`config.mk`:
```
export PLATFORM = sky130hd
export DESIGN_NAME = uart_tx_fifo
export DESIGN_NICKNAME = d
export VERILOG_FILES = /design/src/rtl/uart_tx_fifo.sv
export SDC_FILE = /design/constraint.sdc
export NUM_CORES = 1
export LEC_CHECK = 0
export BUFFER_PORTS_ARGS = -buffer_cell sky130_fd_sc_hd__buf_2
export CAP_MARGIN = 15
export CORE_MARGIN = 2
export CORE_UTILIZATION = 40
export DETAILED_ROUTE_END_ITERATION = 16
export MAX_ROUTING_LAYER = met4
export PLACE_DENSITY_LB_ADDON = 0.2
export SETUP_SLACK_MARGIN = 0.4
export SKIP_CTS_REPAIR_TIMING = 1
export SYNTH_ARGS = -nofsm -noshare
export SYNTH_HDL_FRONTEND = slang
export SYNTH_SLANG_ARGS = --single-unit
export TNS_END_PERCENT = 10
```
`constraint.sdc`:
```
create_clock -name clk -period 9.39 [get_ports clk]
set_clock_uncertainty 0.2 [all_clocks]
set_input_delay 0.4695 -clock clk [delete_from_list [all_inputs] [get_ports clk]]
set_output_delay 0.4695 -clock clk [all_outputs]
set_load 0.02 [all_outputs]
```
`src/rtl/uart_tx_fifo.sv`:
```
// uart_tx_fifo: circular byte FIFO in front of a UART driver. Bytes come in
// over a valid/ready port and go out one at a time as a one-cycle start pulse.
// The sequencer waits for the driver to raise and drop busy before it launches
// the next byte. Overflow and launch-timeout errors are sticky.
module uart_tx_fifo #(
    parameter int DEPTH        = 16,
    parameter int DATA_WIDTH   = 8,
    parameter int BUSY_TIMEOUT = 16
) (
    input  logic                     clk,
    input  logic                     rst,
    input  logic                     wr_valid,
    input  logic [DATA_WIDTH-1:0]    wr_data,
    output logic                     wr_ready,
    output logic [DATA_WIDTH-1:0]    uart_data_in,
    output logic                     uart_start,
    input  logic                     uart_ready,
    input  logic                     uart_busy,
    output logic [$clog2(DEPTH):0]   fifo_count,
    output logic                     fifo_empty,
    output logic                     fifo_full,
    output logic                     overflow,
    output logic                     timeout_err,
    input  logic                     clear_err
);

    localparam int AW = $clog2(DEPTH);
    localparam int TW = (BUSY_TIMEOUT > 2) ? $clog2(BUSY_TIMEOUT) : 1;

    localparam logic [AW:0]   FULL_CNT = (AW+1)'(DEPTH);
    localparam logic [AW:0]   CNT_ONE  = (AW+1)'(1);
    localparam logic [AW-1:0] PTR_ONE  = AW'(1);
    localparam logic [TW-1:0] TMR_ONE  = TW'(1);
    localparam logic [TW-1:0] TMR_LAST = TW'(BUSY_TIMEOUT - 1);

    typedef enum logic [1:0] {IDLE, LAUNCH, ARM, WAIT_DONE} state_t;

    state_t                  state;
    logic [DATA_WIDTH-1:0]   mem [DEPTH];
    logic [AW-1:0]           wr_ptr;
    logic [AW-1:0]           rd_ptr;
    logic [TW-1:0]           timer;
    logic                    push;
    logic                    pop;

    // Flags come straight from the registered count, so they reflect the
    // previous edge; wr_ready therefore never sees a same-cycle pop.
    assign fifo_empty = (fifo_count == '0);
    assign fifo_full  = (fifo_count == FULL_CNT);
    assign wr_ready   = rst && !fifo_full;

    assign push = wr_valid && wr_ready;
    assign pop  = (state == IDLE) && !fifo_empty && uart_ready;

    // Storage write; contents need no reset since the count gates every read.
    always_ff @(posedge clk) begin
        if (push)
            mem[wr_ptr] <= wr_data;
    end

    // Pointer and occupancy bookkeeping.
    always_ff @(posedge clk) begin
        if (!rst) begin
            wr_ptr     <= '0;
            rd_ptr     <= '0;
            fifo_count <= '0;
        end else begin
            if (push)
                wr_ptr <= wr_ptr + PTR_ONE;
            if (pop)
                rd_ptr <= rd_ptr + PTR_ONE;
            case ({push, pop})
                2'b10:   fifo_count <= fifo_count + CNT_ONE;
                2'b01:   fifo_count <= fifo_count - CNT_ONE;
                default: fifo_count <= fifo_count;
            endcase
        end
    end

    // Sticky overflow: a write offered while full is dropped and flagged.
    always_ff @(posedge clk) begin
        if (!rst)
            overflow <= 1'b0;
        else if (wr_valid && fifo_full)
            overflow <= 1'b1;
        else if (clear_err)
            overflow <= 1'b0;
    end

    // Launch sequencer: pop, pulse start, wait for busy to rise then fall.
    always_ff @(posedge clk) begin
        if (!rst) begin
            state        <= IDLE;
            uart_start   <= 1'b0;
            uart_data_in <= '0;
            timer        <= '0;
            timeout_err  <= 1'b0;
        end else begin
            uart_start <= 1'b0;
            // Cleared first so a timeout in this same cycle overrides it.
            if (clear_err)
                timeout_err <= 1'b0;
            case (state)
                IDLE: begin
                    if (pop) begin
                        uart_data_in <= mem[rd_ptr];
                        uart_start   <= 1'b1;
                        timer        <= '0;
                        state        <= LAUNCH;
                    end
                end
                LAUNCH: state <= ARM;
                ARM: begin
                    if (uart_busy) begin
                        state <= WAIT_DONE;
                    end else if (timer == TMR_LAST) begin
                        // Driver never took the byte; drop it, no retry.
                        timeout_err <= 1'b1;
                        state       <= IDLE;
                    end else begin
                        timer <= timer + TMR_ONE;
                    end
                end
                WAIT_DONE: begin
                    if (!uart_busy)
                        state <= IDLE;
                end
                default: state <= IDLE;
            endcase
        end
    end

endmodule

```
After elaboration in Yosys (flattened, before gate mapping) --
Memory sizes are Yosys's and may differ from the RTL's. A register that Yosys moved wholly into a read port is not among the register bits. Cells that the tools add are included.
Operators by class: reductions and logical operators 17, multipliers 0, $lt $le $gt $ge 0, muxes and demuxes 19, add/sub/neg operators 5, shift operators 0, div/mod/pow operators 0, equality and inequality tests 12, bitwise operators 0
Operators with widths (count):
- 4-bit by 1-bit adder with 4-bit output, second input constant | 3
- 4-bit two-way mux | 3
- 5-bit case mux with 2 select lines | 1
- 1-bit two-way mux | 9
- 2-bit two-way mux | 4
- 2-bit != test, second input constant | 4
- 2-bit case mux with 4 select lines | 1
- 4-bit case mux with 2 select lines | 1
- 2-bit == test, second input constant | 3
- 2-bit nonzero test | 3
- 5-bit by 1-bit adder with 5-bit output, second input constant | 1
- 5-bit == test, second input constant | 1
- 1-bit logical AND | 5
- 5-bit logical NOT | 1
- 5-bit by 1-bit subtractor with 5-bit output, second input constant | 1
- 2-bit by 1-bit == test with 1-bit output, second input constant | 2
- 4-bit == test, second input constant | 1
- 2-bit AND reduction | 2
- 4-bit AND reduction | 1
- 1-bit logical NOT | 3
- 3-bit != test, second input constant | 1
- 3-bit AND reduction | 1
- 2-bit logical NOT | 1
Word-level totals: flip-flop bits (word level) 22, memory bits (writable) 128, bits in latches 0, memories kept 1, output and inout port bits 19, word-level logic and storage cells 62, ROM bits 0
Memories:
- mem | depth 16, width 8, rd ports 1, clocked after memory_dff 1, wr ports 1, RTL line 39 | logic [DATA_WIDTH-1:0] mem [DEPTH];

Longest topological paths before layout --
depth after elaboration 6, gate-level depth with buffers 10, gate-level depth less buffers 9

Worst setup path before layout --
OpenSTA, ideal clock, no wires.
path kind reg2reg, start point reg fifo_count[0], end point reg fifo_count[4], cell stages (with the launch flop) 11, data arrival time 2.863 ns, setup slack 6.256 ns, required time 9.118 ns, path through dfxtp_1 -> or4_4 -> o21a_1 -> buf_6 -> buf_2 -> ha_1 -> fa_1 -> a21o_1 -> a21oi_1 -> mux2i_1 -> mux2i_1
On the way: cells in the longest elaborated chain, start to end 6, elaborated cells on any way between the ends 14, those cells by class add/sub: 2; eq/ne: 3; mux: 1; reduce/logical: 8
Ends and longest elaborated chain:
- from (decl) | RTL line 19 | output logic [$clog2(DEPTH):0] fifo_count,
- from (signal assigned) | RTL line 73 | 2'b10: fifo_count <= fifo_count + CNT_ONE;
- from (signal assigned) | RTL line 74 | 2'b01: fifo_count <= fifo_count - CNT_ONE;
- from (signal assigned) | RTL line 75 | default: fifo_count <= fifo_count;
- 5-bit logical NOT * | RTL line 48 | assign fifo_empty = (fifo_count == '0);
- 1-bit logical NOT * | RTL line 53 | assign pop = (state == IDLE) && !fifo_empty && uart_ready;
- 1-bit logical AND * (2 in series) | RTL line 53
- named net pop | RTL line 44 | logic pop;
- 2-bit by 1-bit == test with 1-bit output / 2-bit == test (equally long branches) | RTL line 72 | case ({push, pop})
- 5-bit case mux with 2 select lines / 2-bit nonzero test (equally long branches)
The timed path passes the listed nets; every way through them passes the cells marked *. A chain may end at the register's enable or synchronous reset.

Worst setup path after layout --
start point reg fifo_count[0], end point reg fifo_count[4]
On the way: cells in the longest elaborated chain, start to end 6, elaborated cells on any way between the ends 14, those cells by class add/sub: 2; eq/ne: 3; mux: 1; reduce/logical: 8
Ends and longest elaborated chain (RTL line):
- 5-bit == test / 5-bit logical NOT (equally long branches) | 49, 48
- 1-bit logical NOT, on equally long branches | 50, 53
- 1-bit logical AND, on equally long branches | 50, 53
- 1-bit logical AND, on equally long branches | 52, 53
- 2-bit by 1-bit == test with 1-bit output / 2-bit == test (equally long branches) | 72
- 5-bit case mux with 2 select lines / 2-bit nonzero test (equally long branches)
Parallel ways exist; a longest one is shown, timed or not.

==> results.json <==
{
  "crit_chain": "or4_4, o21a_1, ha_1, fa_1, a21o_1, a21oi_1, mux2i_1, mux2i_1",
  "post_drt_wl_per_cell_um": 19.4,
  "cap_violations": 0,
  "syn2layout_area_growth_pct": 16.1,
  "muxShareOfSynthArea_pct": 11.0,
  "drtIter0Drc": 237,
  "synth_top_family_by_area": "multiplexers",
  "nFillCells": 1401,
  "cts_tree": "yes",
  "avgSynthCellArea_um2": 14.9,
  "coreArea_um2": 15800,
  "crit_path_start_kind": "flop",
  "post-route-period-util_pct": 36.0,
  "h-tree-depth": 4,
  "vias": 3567,
  "num_antenna_cells": 0,
  "whs_ps": 130,
  "drive_above_1_share_pct": 16.1,
  "fmax_mhz": 296,
  "grt_usage_pct": 17.6,
  "grt-ovfl-total": 0,
  "synth_top_cell_by_area": "edfxtp_1",
  "cts_made_buffers": 17,
  "worstHoldPathType": "primary input to flop",
  "synth_cells": 429,
  "end_kind": "flop",
  "place_congestion": 0.793,
  "fin_area_um2": 7430,
  "io_pins": 33,
  "grt_pass1_wl_um": 20800,
  "clockRootBuffer": "clkbuf_16",
  "crit_type": "flop to flop",
  "fin_crit_ps": 3380,
  "hpwl_um": 8560,
  "synth.distinct_cells": 42,
  "crit_path_max_incr_delay_ps": 590,
  "synth_area_leaders": "edfxtp_1 (60%), mux2i_1 (10%), dfxtp_1 (9.4%), o22ai_1 (2.9%), ha_1 (2.0%)",
  "path_buf_inv": 0,
  "grt_pass1_vias": 3538,
  "synth_xor_area_share_pct": 0.821,
  "wl_um": 13400,
  "synth-async-reset-ratio_pct": 0,
  "p_per_area_nw_per_um2": 260,
  "clk_pin_slew_ps": 60,
  "route.detailed.drc": 0,
  "crit_fanout": 26,
  "die_h_um": 131,
  "fin_nets": 486,
  "hold_viol": 0,
  "cp_top_family": "compound AO/OA/AOI/OAI gates",
  "outcome": "finished, final reports clean",
  "grt_max_degree": 66,
  "yosys_most_used_dff": "edfxtp_1",
  "rsz0062_at_grt": "false",
  "clk_latency_ps": 420,
  "synth-edff-count": 128,
  "synth_compound_area_share_pct": 6.96,
  "dr.pass1.iters": 4,
  "syn-num-nets": 454,
  "antenna_found_initial": 0,
  "synth_simple_gate_area_share_pct": 7.35,
  "leakagePower_nw": 2.48,
  "critPathArrivalTime_ps": 3540,
  "placed_area_um2": 6760,
  "setup_viol": 0,
  "clockPowerShare_pct": 40.5,
  "tightest_slew_ps": 1130,
  "crit_top_cell": "mux2i_1",
  "dieArea_um2": 17000,
  "synthesis.area_um2": 6400,
  "yosysWarnings": 0,
  "synth-seq-cells": 158,
  "p_sw_share_pct": 25.6,
  "setup_tns_ps": 0,
  "seqPwrFrac_pct": 43.5,
  "port_buffers": 32,
  "max_slew_margin_pct": 24.9,
  "required_ps": 9540,
  "p_int_mw": 1.43,
  "viasPerCell": 5.18,
  "crit_slowest_cell": "or4_4",
  "clock-sinks": 158,
  "die_width_um": 131,
  "ys_seq_area_share_pct": 69.4,
  "ant_nets": 0,
  "drv_slew": 0,
  "fp-row-count": 46,
  "comb_power_share_pct": 16.0,
  "clock_path_buffers": 2,
  "power.switching_uw": 494,
  "max-vdd-ir-drop_uv": 129,
  "start_util_pct": 40.6,
  "synth_top_area_share_pct": 60.0,
  "synthAdderAreaFrac_pct": 2.27
}
[sequential cells by signal (all words and copies together) (netlist names)]
name and cells:
fifo_count 5, timer 4, state 2, mem 128, wr_ptr 4, uart_start 1
overflow 1, uart_data_in 8, rd_ptr 4, timeout_err 1
[cell usage after synthesis (3+ instances only)]
| library cell | n |
|---|---|
| clkbuf_1 | 8 |
| a21oi_1 | 12 |
| buf_1 | 5 |
| nor3_1 | 4 |
| nor2b_1 | 8 |
| dfxtp_1 | 30 |
| nand2_1 | 13 |
| o21ai_0 | 14 |
| nand2b_1 | 3 |
| mux2i_1 | 66 |
| or3b_2 | 3 |
| buf_2 | 9 |
| nor2_1 | 21 |
| o21a_1 | 4 |
| nor3b_1 | 5 |
| and2_1 | 6 |
| o22ai_1 | 30 |
| xnor2_1 | 4 |
| inv_1 | 6 |
| nor4_1 | 7 |
| nand3_1 | 3 |
| nand3b_1 | 3 |
| a21o_1 | 3 |
| ha_1 | 10 |
| edfxtp_1 | 128 |
[kinds of logic after synthesis]
kind of cell    count (synthesis)
fa+ha+maj                      11
compound gates                 72
simple gates                   84
mux                            68
flops                         158
buf+inv                        30
xor+xnor                        6
[final timing paths]
path | from | to | slack, ps | cells past startpoint
worst min-delay path | uart_busy | state[0]$_SDFFE_PN0P_ | 130 | 3
worst max register to register | fifo_count[0]$_SDFFE_PN0P_ | fifo_count[4]$_SDFFE_PN0P_ | 6010 | 8
worst min register to register | timer[1]$_SDFFE_PN0P_ | timer[1]$_SDFFE_PN0P_ | 320 | 2
worst max-delay path | fifo_count[0]$_SDFFE_PN0P_ | fifo_count[4]$_SDFFE_PN0P_ | 6010 | 8
[power by group through the flow]
| stage | logic [mW] | registers (mW) | clock network [mW] |
|---|---|---|---|
| global route | 0.342 | 0.844 | 0.823 |
| detailed placement | 0.312 | 0.854 | 0 |
| floorplan | 0.199 | 0.870 | 0 |
| finish | 0.309 | 0.838 | 0.781 |
| CTS | 0.313 | 0.840 | 0.792 |
| global placement | 0.308 | 0.851 | 0 |
[layer usage]
| metal | up-vias | global-route usage [%] | routed length [µm] |
|---|---|---|---|
| li1 | 1703 | - | - |
| met1 | 1767 | 22.6 | 6090 |
| met2 | 70 | 27.3 | 6460 |
| met3 | 27 | 3.71 | 493 |
| met4 | 0 | 7.88 | 350 |
| met5 | - | - | 0 |
[final cells by class]
type	instances	area, µm²	share of cell area (%)
Multi-Input combinational cell	241	1820	24.5
Clock inverter	13	244	3.28
Sequential cell	158	4450	59.9
Tap cell	216	270	3.64
Timing Repair Buffer	37	198	2.66
Clock buffer	18	429	5.78
Inverter	6	22.5	0.303
[stage by stage]
stage | util (%) | setup WS (ps) | instances | power [mW]
after floorplan | - | 6260 | 429 | 1.07
after global placement | 42.9 | 6050 | 658 | 1.16
after detailed placement | 42.9 | 6030 | 658 | 1.17
after CTS | 47.1 | 5990 | 689 | 1.94
after global routing | 47.1 | 5810 | 689 | 2.01
final | 47.1 | 6010 | 689 | 1.93
[worst register-to-register path: cells and delay by family (launching register included)]
| kind | cells | cell delay [ps] |
|---|---|---|
| flip-flops | 1 | 370 |
| adder cells (fa/ha/maj) | 2 | 850 |
| multiplexers | 2 | 440 |
| AO/OA/AOI/OAI | 3 | 860 |
| AND/OR/NAND/NOR | 1 | 590 |
[placed cells by master (no fill, tap or decap), types with 3 or more instances in the layout]
master,count
clkbuf_16,17
edfxtp_1,128
nand2b_1,3
nand3b_1,3
nor3_1,4
o21a_1,4
buf_2,32
nor2b_1,8
nor2_1,21
a21oi_1,12
bufinv_16,7
mux2i_1,66
dfxtp_1,29
xnor2_1,4
ha_1,10
nand3_1,3
o22ai_1,30
buf_4,5
nand2_1,13
or3b_2,3
nor4_1,7
a21o_1,3
and2_1,6
inv_1,6
nor3b_1,5
o21ai_0,14
No activity file was read; power rests on OpenSTA's default activity.
